### src/rtl/npu_pkg.sv
// Shared constants and types for the NPU tile fetch stage.
package npu_pkg;

  localparam int unsigned IMG_W   = 400;
  localparam int unsigned IMG_H   = 400;
  localparam int unsigned TILE    = 10;
  localparam int unsigned TILES_X = IMG_W / TILE;
  localparam int unsigned TILES_Y = IMG_H / TILE;
  localparam int unsigned AW      = 19;
  localparam int unsigned DW      = 8;
  localparam int unsigned CW      = 6;
  localparam int unsigned RCW     = $clog2(TILE);

  typedef logic signed [15:0] pixel_t;
  typedef pixel_t [TILE-1:0][TILE-1:0] tile_matrix_t;

  typedef enum logic [2:0] {
    StIdle,
    StCalc,
    StIssue,
    StDrain,
    StHold
  } fetch_state_t;

  typedef struct packed {
    logic           vld;
    logic [RCW-1:0] row;
    logic [RCW-1:0] col;
  } cap_tag_t;

endpackage

### src/rtl/npu_tile_addr_gen.sv
// Tile read-address generator: base multiply, then one incremental address per step.
module npu_tile_addr_gen
  import npu_pkg::*;
(
  input  logic           clk_i,
  input  logic           rst_ni,
  input  logic           calc_i,
  input  logic           step_i,
  input  logic [CW-1:0]  tile_x_i,
  input  logic [CW-1:0]  tile_y_i,
  output logic [AW-1:0]  addr_o,
  output logic [RCW-1:0] row_o,
  output logic [RCW-1:0] col_o,
  output logic           issue_o,
  output logic           last_o
);

  localparam logic [AW-1:0]  RowStride = AW'(TILE * IMG_W);
  localparam logic [AW-1:0]  TileStep  = AW'(TILE);
  localparam logic [AW-1:0]  LineStep  = AW'(IMG_W);
  localparam logic [RCW-1:0] LastIdx   = RCW'(TILE - 1);

  logic [AW-1:0]  addr_d, addr_q;
  logic [AW-1:0]  row_base_d, row_base_q;
  logic [RCW-1:0] row_d, row_q;
  logic [RCW-1:0] col_d, col_q;
  logic           issue_d, issue_q;
  logic [AW-1:0]  base;

  assign base   = AW'(tile_y_i) * RowStride + AW'(tile_x_i) * TileStep;
  assign last_o = issue_q && (row_q == LastIdx) && (col_q == LastIdx);

  always_comb begin
    addr_d     = addr_q;
    row_base_d = row_base_q;
    row_d      = row_q;
    col_d      = col_q;
    issue_d    = issue_q;
    if (calc_i) begin
      addr_d     = base;
      row_base_d = base;
      row_d      = '0;
      col_d      = '0;
      issue_d    = 1'b1;
    end else if (step_i && issue_q) begin
      if (last_o) begin
        // Address holds its final value once the read stream stops.
        issue_d = 1'b0;
      end else if (col_q == LastIdx) begin
        row_base_d = row_base_q + LineStep;
        addr_d     = row_base_q + LineStep;
        row_d      = row_q + 1'b1;
        col_d      = '0;
      end else begin
        addr_d = addr_q + 1'b1;
        col_d  = col_q + 1'b1;
      end
    end
  end

  always_ff @(posedge clk_i or negedge rst_ni) begin
    if (!rst_ni) begin
      addr_q     <= '0;
      row_base_q <= '0;
      row_q      <= '0;
      col_q      <= '0;
      issue_q    <= 1'b0;
    end else begin
      addr_q     <= addr_d;
      row_base_q <= row_base_d;
      row_q      <= row_d;
      col_q      <= col_d;
      issue_q    <= issue_d;
    end
  end

  assign addr_o  = addr_q;
  assign row_o   = row_q;
  assign col_o   = col_q;
  assign issue_o = issue_q;

endmodule

### src/rtl/npu_tile_fetch.sv
// Streams one TILE x TILE tile from RAM port A into a held signed 16-bit matrix.
module npu_tile_fetch
  import npu_pkg::*;
#(
  parameter int unsigned RdLat = 1
) (
  input  logic          clk_i,
  input  logic          rst_ni,
  input  logic          start_i,
  input  logic [CW-1:0] tile_x_i,
  input  logic [CW-1:0] tile_y_i,
  output logic [AW-1:0] ram_addr_o,
  output logic          ram_rd_o,
  input  logic [DW-1:0] ram_q_i,
  output logic          busy_o,
  output logic          err_o,
  output logic          tile_valid_o,
  input  logic          tile_ready_i,
  output tile_matrix_t  tile_matrix_o
);

  localparam logic [CW-1:0] TilesX = CW'(TILES_X);
  localparam logic [CW-1:0] TilesY = CW'(TILES_Y);

  fetch_state_t  state_q;
  logic [CW-1:0] tile_x_q, tile_y_q;
  logic          busy_q, err_q, tile_valid_q;
  tile_matrix_t  matrix_q;
  cap_tag_t      tag_q [RdLat];

  logic           ag_calc, ag_step, ag_issue, ag_last;
  logic [RCW-1:0] ag_row, ag_col;
  logic           pipe_busy;

  assign ag_calc = (state_q == StCalc);
  assign ag_step = (state_q == StIssue);

  npu_tile_addr_gen u_addr_gen (
    .clk_i    (clk_i),
    .rst_ni   (rst_ni),
    .calc_i   (ag_calc),
    .step_i   (ag_step),
    .tile_x_i (tile_x_q),
    .tile_y_i (tile_y_q),
    .addr_o   (ram_addr_o),
    .row_o    (ag_row),
    .col_o    (ag_col),
    .issue_o  (ag_issue),
    .last_o   (ag_last)
  );

  always_comb begin
    pipe_busy = 1'b0;
    for (int unsigned i = 0; i < RdLat; i++) begin
      pipe_busy = pipe_busy | tag_q[i].vld;
    end
  end

  always_ff @(posedge clk_i or negedge rst_ni) begin
    if (!rst_ni) begin
      state_q      <= StIdle;
      tile_x_q     <= '0;
      tile_y_q     <= '0;
      busy_q       <= 1'b0;
      err_q        <= 1'b0;
      tile_valid_q <= 1'b0;
    end else begin
      err_q <= 1'b0;
      unique case (state_q)
        StIdle: begin
          if (start_i) begin
            if ((tile_x_i < TilesX) && (tile_y_i < TilesY)) begin
              tile_x_q <= tile_x_i;
              tile_y_q <= tile_y_i;
              busy_q   <= 1'b1;
              state_q  <= StCalc;
            end else begin
              err_q <= 1'b1;
            end
          end
        end
        StCalc:  state_q <= StIssue;
        StIssue: if (ag_last) state_q <= StDrain;
        StDrain: begin
          if (!pipe_busy) begin
            tile_valid_q <= 1'b1;
            state_q      <= StHold;
          end
        end
        StHold: begin
          if (tile_ready_i) begin
            tile_valid_q <= 1'b0;
            busy_q       <= 1'b0;
            state_q      <= StIdle;
          end
        end
        default: state_q <= StIdle;
      endcase
    end
  end

  // Tag stage 0 lines up with the read currently on ram_addr_o.
  always_ff @(posedge clk_i or negedge rst_ni) begin
    if (!rst_ni) begin
      for (int unsigned i = 0; i < RdLat; i++) begin
        tag_q[i] <= '0;
      end
    end else begin
      tag_q[0] <= '{vld: ag_issue, row: ag_row, col: ag_col};
      for (int unsigned i = 1; i < RdLat; i++) begin
        tag_q[i] <= tag_q[i-1];
      end
    end
  end

  always_ff @(posedge clk_i or negedge rst_ni) begin
    if (!rst_ni) begin
      matrix_q <= '0;
    end else if (tag_q[RdLat-1].vld) begin
      matrix_q[tag_q[RdLat-1].row][tag_q[RdLat-1].col] <= pixel_t'({8'h00, ram_q_i});
    end
  end

  assign ram_rd_o      = ag_issue;
  assign busy_o        = busy_q;
  assign err_o         = err_q;
  assign tile_valid_o  = tile_valid_q;
  assign tile_matrix_o = matrix_q;

endmodule

### config.mk
export PLATFORM = sky130hd
export DESIGN_NAME = npu_tile_fetch
export DESIGN_NICKNAME = d
export VERILOG_FILES = /design/src/rtl/npu_pkg.sv /design/src/rtl/npu_tile_addr_gen.sv /design/src/rtl/npu_tile_fetch.sv
export SDC_FILE = /design/constraint.sdc
export NUM_CORES = 1
export LEC_CHECK = 0
export ABC_AREA = 1
export ABC_CLOCK_PERIOD_IN_PS = 3900
export CAP_MARGIN = 20
export CORE_AREA = 4 4 637 639
export CTS_CLUSTER_DIAMETER = 200
export DETAILED_ROUTE_END_ITERATION = 12
export DIE_AREA = 0 0 641 643
export SYNTH_ARGS = -nofsm -noshare
export SYNTH_HDL_FRONTEND = slang
export SYNTH_SLANG_ARGS = --single-unit
### constraint.sdc
create_clock -name clk_i -period 3.9 [get_ports clk_i]
set_input_delay 0.78 -clock clk_i [delete_from_list [all_inputs] [get_ports clk_i]]
set_output_delay 0.78 -clock clk_i [all_outputs]
set_load 0.02 [all_outputs]
==> flow_summary_export.csv <==
group,metric,value,unit
timing,slew_headroom,25.5,%
global_route,grt_overflow_total,0,
global_route,grt_pass1_wl,231000,um
setup_path,crit_start,"tile_y_q[0]$_DFFE_PN0P_",
yosys,synthesis.area,40000,um2
yosys,synth-seq-area-share,54.6,%
clock_network,clock_path_buffers,4,
yosys,synth_edf_count,0,
yosys,synth_cell_type_count,42,
global_route,grt_antenna_before_repair,45,
timing,finClkSkew,0.0430,ns
place,dp_hpwl,130000,um
yosys,synth_seq_cells,873,
place,post-place-cells,10300,
cells_and_area,final_common_cell,"nand2_1",
setup_path,r2r_cells,15,
setup_path,r2r_end,"u_addr_gen.addr_o[17]$_DFFE_PN0P_",
clock_network,cts_num_sinks,873,
floorplan,die_area,412000,um2
yosys,synthCells,4279,
setup_path,cp_slowest_stage_delay,0.53,ns
cells_and_area,final_cell_mix,"nand2_1 (995), dfrtp_1 (873), clkdlybuf4s50_1 (845)",
power_and_ir_drop,leakagePower,25.0,nW
setup_path,startpoint_type,"register",
place,placement.io_buffers,846,
detailed_routing,drt_iter0_drc,1944,
global_route,grt_use_total,7.87,%
cells_and_area,drive_above_1_share,6.60,%
power_and_ir_drop,power.density,794,nW/um2
global_route,grt_pass1_vias,28000,
clock_network,cts_tree,"built",
power_and_ir_drop,ir_drop,0.870,mV
yosys,async_reset_ff_share,100,%
timing,fmax,273,MHz
global_route,grt_max_degree,94,
cells_and_area,fill_cells,45100,
cells_and_area,postLayoutCoreUtil,14.1,%
timing,fin_crit,3.67,ns
yosys,yosysWarningCount,0,
timing,tns,0,ns
timing,final_max_slew_viol_count,0,
cells_and_area,layout.nets,5239,
floorplan,pin_count,1647,
floorplan,rows,232,
floorplan,die_w,641,um
timing,setup_viol,0,
min_path,hold_path_end,"pipe_busy$_DFF_PN0_",
cells_and_area,area_growth,40.8,%
min_path,whs_path_depth,0,
setup_path,rrSetupSlack,0.23,ns
clock_network,clkTransAtPathRegs,0.06,ns
floorplan,start_util,10.0,%
detailed_routing,ant_nets,0,
clock_network,cts_buffers,109,
min_path,min_path_type,"register to register",
floorplan,die_h,643,um
timing,finalHoldViolations,0,
run,drv_cap,0,
yosys,synth_area_per_cell,9.34,um2
setup_path,path_class,"register to register",
clock_network,cts_root_buf,"clkbuf_16",
detailed_routing,drt_first_pass_iters,5,
setup_path,worstPathCellList,"fa_1 -> ha_1 -> inv_1 -> fa_1 -> inv_1 -> ha_1 -> fa_1 -> inv_1 -> nor2_1 -> nand3_1 -> nor2_1 -> nand3_1 -> o21ai_0 -> nand3_1 -> a21oi_1",
detailed_routing,drcViolationCount,0,
setup_path,crit_buf_inv,3,
detailed_routing,drt_wl_total,172000,um
setup_path,required,4.65,ns
floorplan,core_area,399000,um2
yosys,synthFlopType,"dfrtp_1",
detailed_routing,vias,30000,
setup_path,endpoint_kind,"register",
clock_network,clkLatencyLatePin,0.82,ns
setup_path,arrival,4.41,ns
timing,post-route-period-util,94.0,%
min_path,worstHoldStart,"u_addr_gen.issue_o$_DFFE_PN0P_",
setup_path,cp_max_fo,3,
detailed_routing,wl_per_cell,16.4,um
setup_path,r2r-start,"tile_y_q[0]$_DFFE_PN0P_",
timing,tightest_slew,1.12,ns
clock_network,h-tree-depth,3,
setup_path,crit_family,"adder cells",
detailed_routing,viasPerCell,2.85,
run_status,status,"finished, final reports clean",
cells_and_area,stdcell_count,10500,
place,gp_congestion,0.787,
setup_path,crit_slowest_cell,"fa_1",
[worst max path at each step]
stage | to | cells past startpoint
2_1_floorplan | u_addr_gen.row_base_q[16]$_DFFE_PN0P_ | 14
3_3_place_gp | u_addr_gen.row_base_q[16]$_DFFE_PN0P_ | 14
3_5_place_dp | u_addr_gen.addr_o[16]$_DFFE_PN0P_ | 14
4_1_cts | u_addr_gen.addr_o[16]$_DFFE_PN0P_ | 14
5_1_grt | u_addr_gen.addr_o[17]$_DFFE_PN0P_ | 16
6_report | u_addr_gen.addr_o[17]$_DFFE_PN0P_ | 15
[power breakdown]
group / switching (mW) / leakage [nW] / internal [mW]
Sequential: 1.84 / 8.57 / 11.8
Clock: 4.29 / 1.83 / 6.35
Combinational: 12.4 / 14.6 / 8.04
Total: 18.5 / 25.0 / 26.2
[area by class of cell]
type                    count  area, um2  share of cell area (%)
clock inverters            39        592                    1.05
multi-input cells        3064      13900                    24.6
inverters                 146        588                    1.04
well taps                5265       6590                    11.7
flip-flops and latches    873      21800                    38.8
diodes                     14       35.0                  0.0622
repair buffers            963       9640                    17.1
clock buffers             155       3140                    5.58
[cells in the mapped netlist, types with 13 or more instances]
cell type	n	area, um2
a21oi_1	118	591
buf_2	13	65.1
buf_4	806	6050
clkbuf_1	175	657
dfrtp_1	873	21800
fa_1	15	300
ha_1	43	538
inv_1	129	484
nand2_1	997	3740
nand3_1	55	275
nor2_1	157	589
nor3_1	19	95.1
o21ai_0	759	3800
xor2_1	13	114
[flip-flops by register name (all words and copies together) (netlist names)]
signal and flops:
err_o 1, u_addr_gen.addr_o 19, u_addr_gen.row_o 4, tile_y_q 6, tile_valid_o 1, state_q 3, tile_x_q 6, u_addr_gen.col_o 4
u_addr_gen.issue_o 1, tile_matrix_o 800, busy_o 1, tag_q 8, u_addr_gen.row_base_q 18, pipe_busy 1
[stage by stage]
stage                     worst slack [ns]  total power, mW  hold WS, ns  cell area, um2
after CTS                           0.0814             45.1        0.410           56200
after detailed placement             0.102             34.1        0.445           52500
after global placement               0.160             33.9        0.439           52500
final                                0.234             44.7        0.467           56300
after floorplan                      0.250             25.2        0.375           43000
after global routing               -0.0339             47.9        0.457           56300
[layer usage]
metal	track usage, %	vias to the layer above	wire length (um)
met1	8.94	14400	64800
li1	-	14000	-
met5	0	-	27
met2	14.5	1327	89200
met4	2.35	4	5070
met3	1.73	220	12900
[cell families after synthesis]
| group | Yosys count | synth area share, % |
|---|---|---|
| compound gates | 910 | 11.6 |
| fa+ha+maj | 58 | 2.10 |
| flops | 873 | 54.6 |
| buf+inv | 1141 | 18.3 |
| other cells | 1 | 0.00938 |
| simple gates | 1275 | 12.9 |
| xor+xnor | 21 | 0.460 |
[what timing repair did]
action / in CTS / in global routing
buffers inserted: 0 / 2
setup endpoints to repair: 0 / 12
hold buffers: 1 / 0
resized for setup: 0 / 8
endpoints found under the hold margin: 25 / 0
Power figures use the tool's default switching activity.
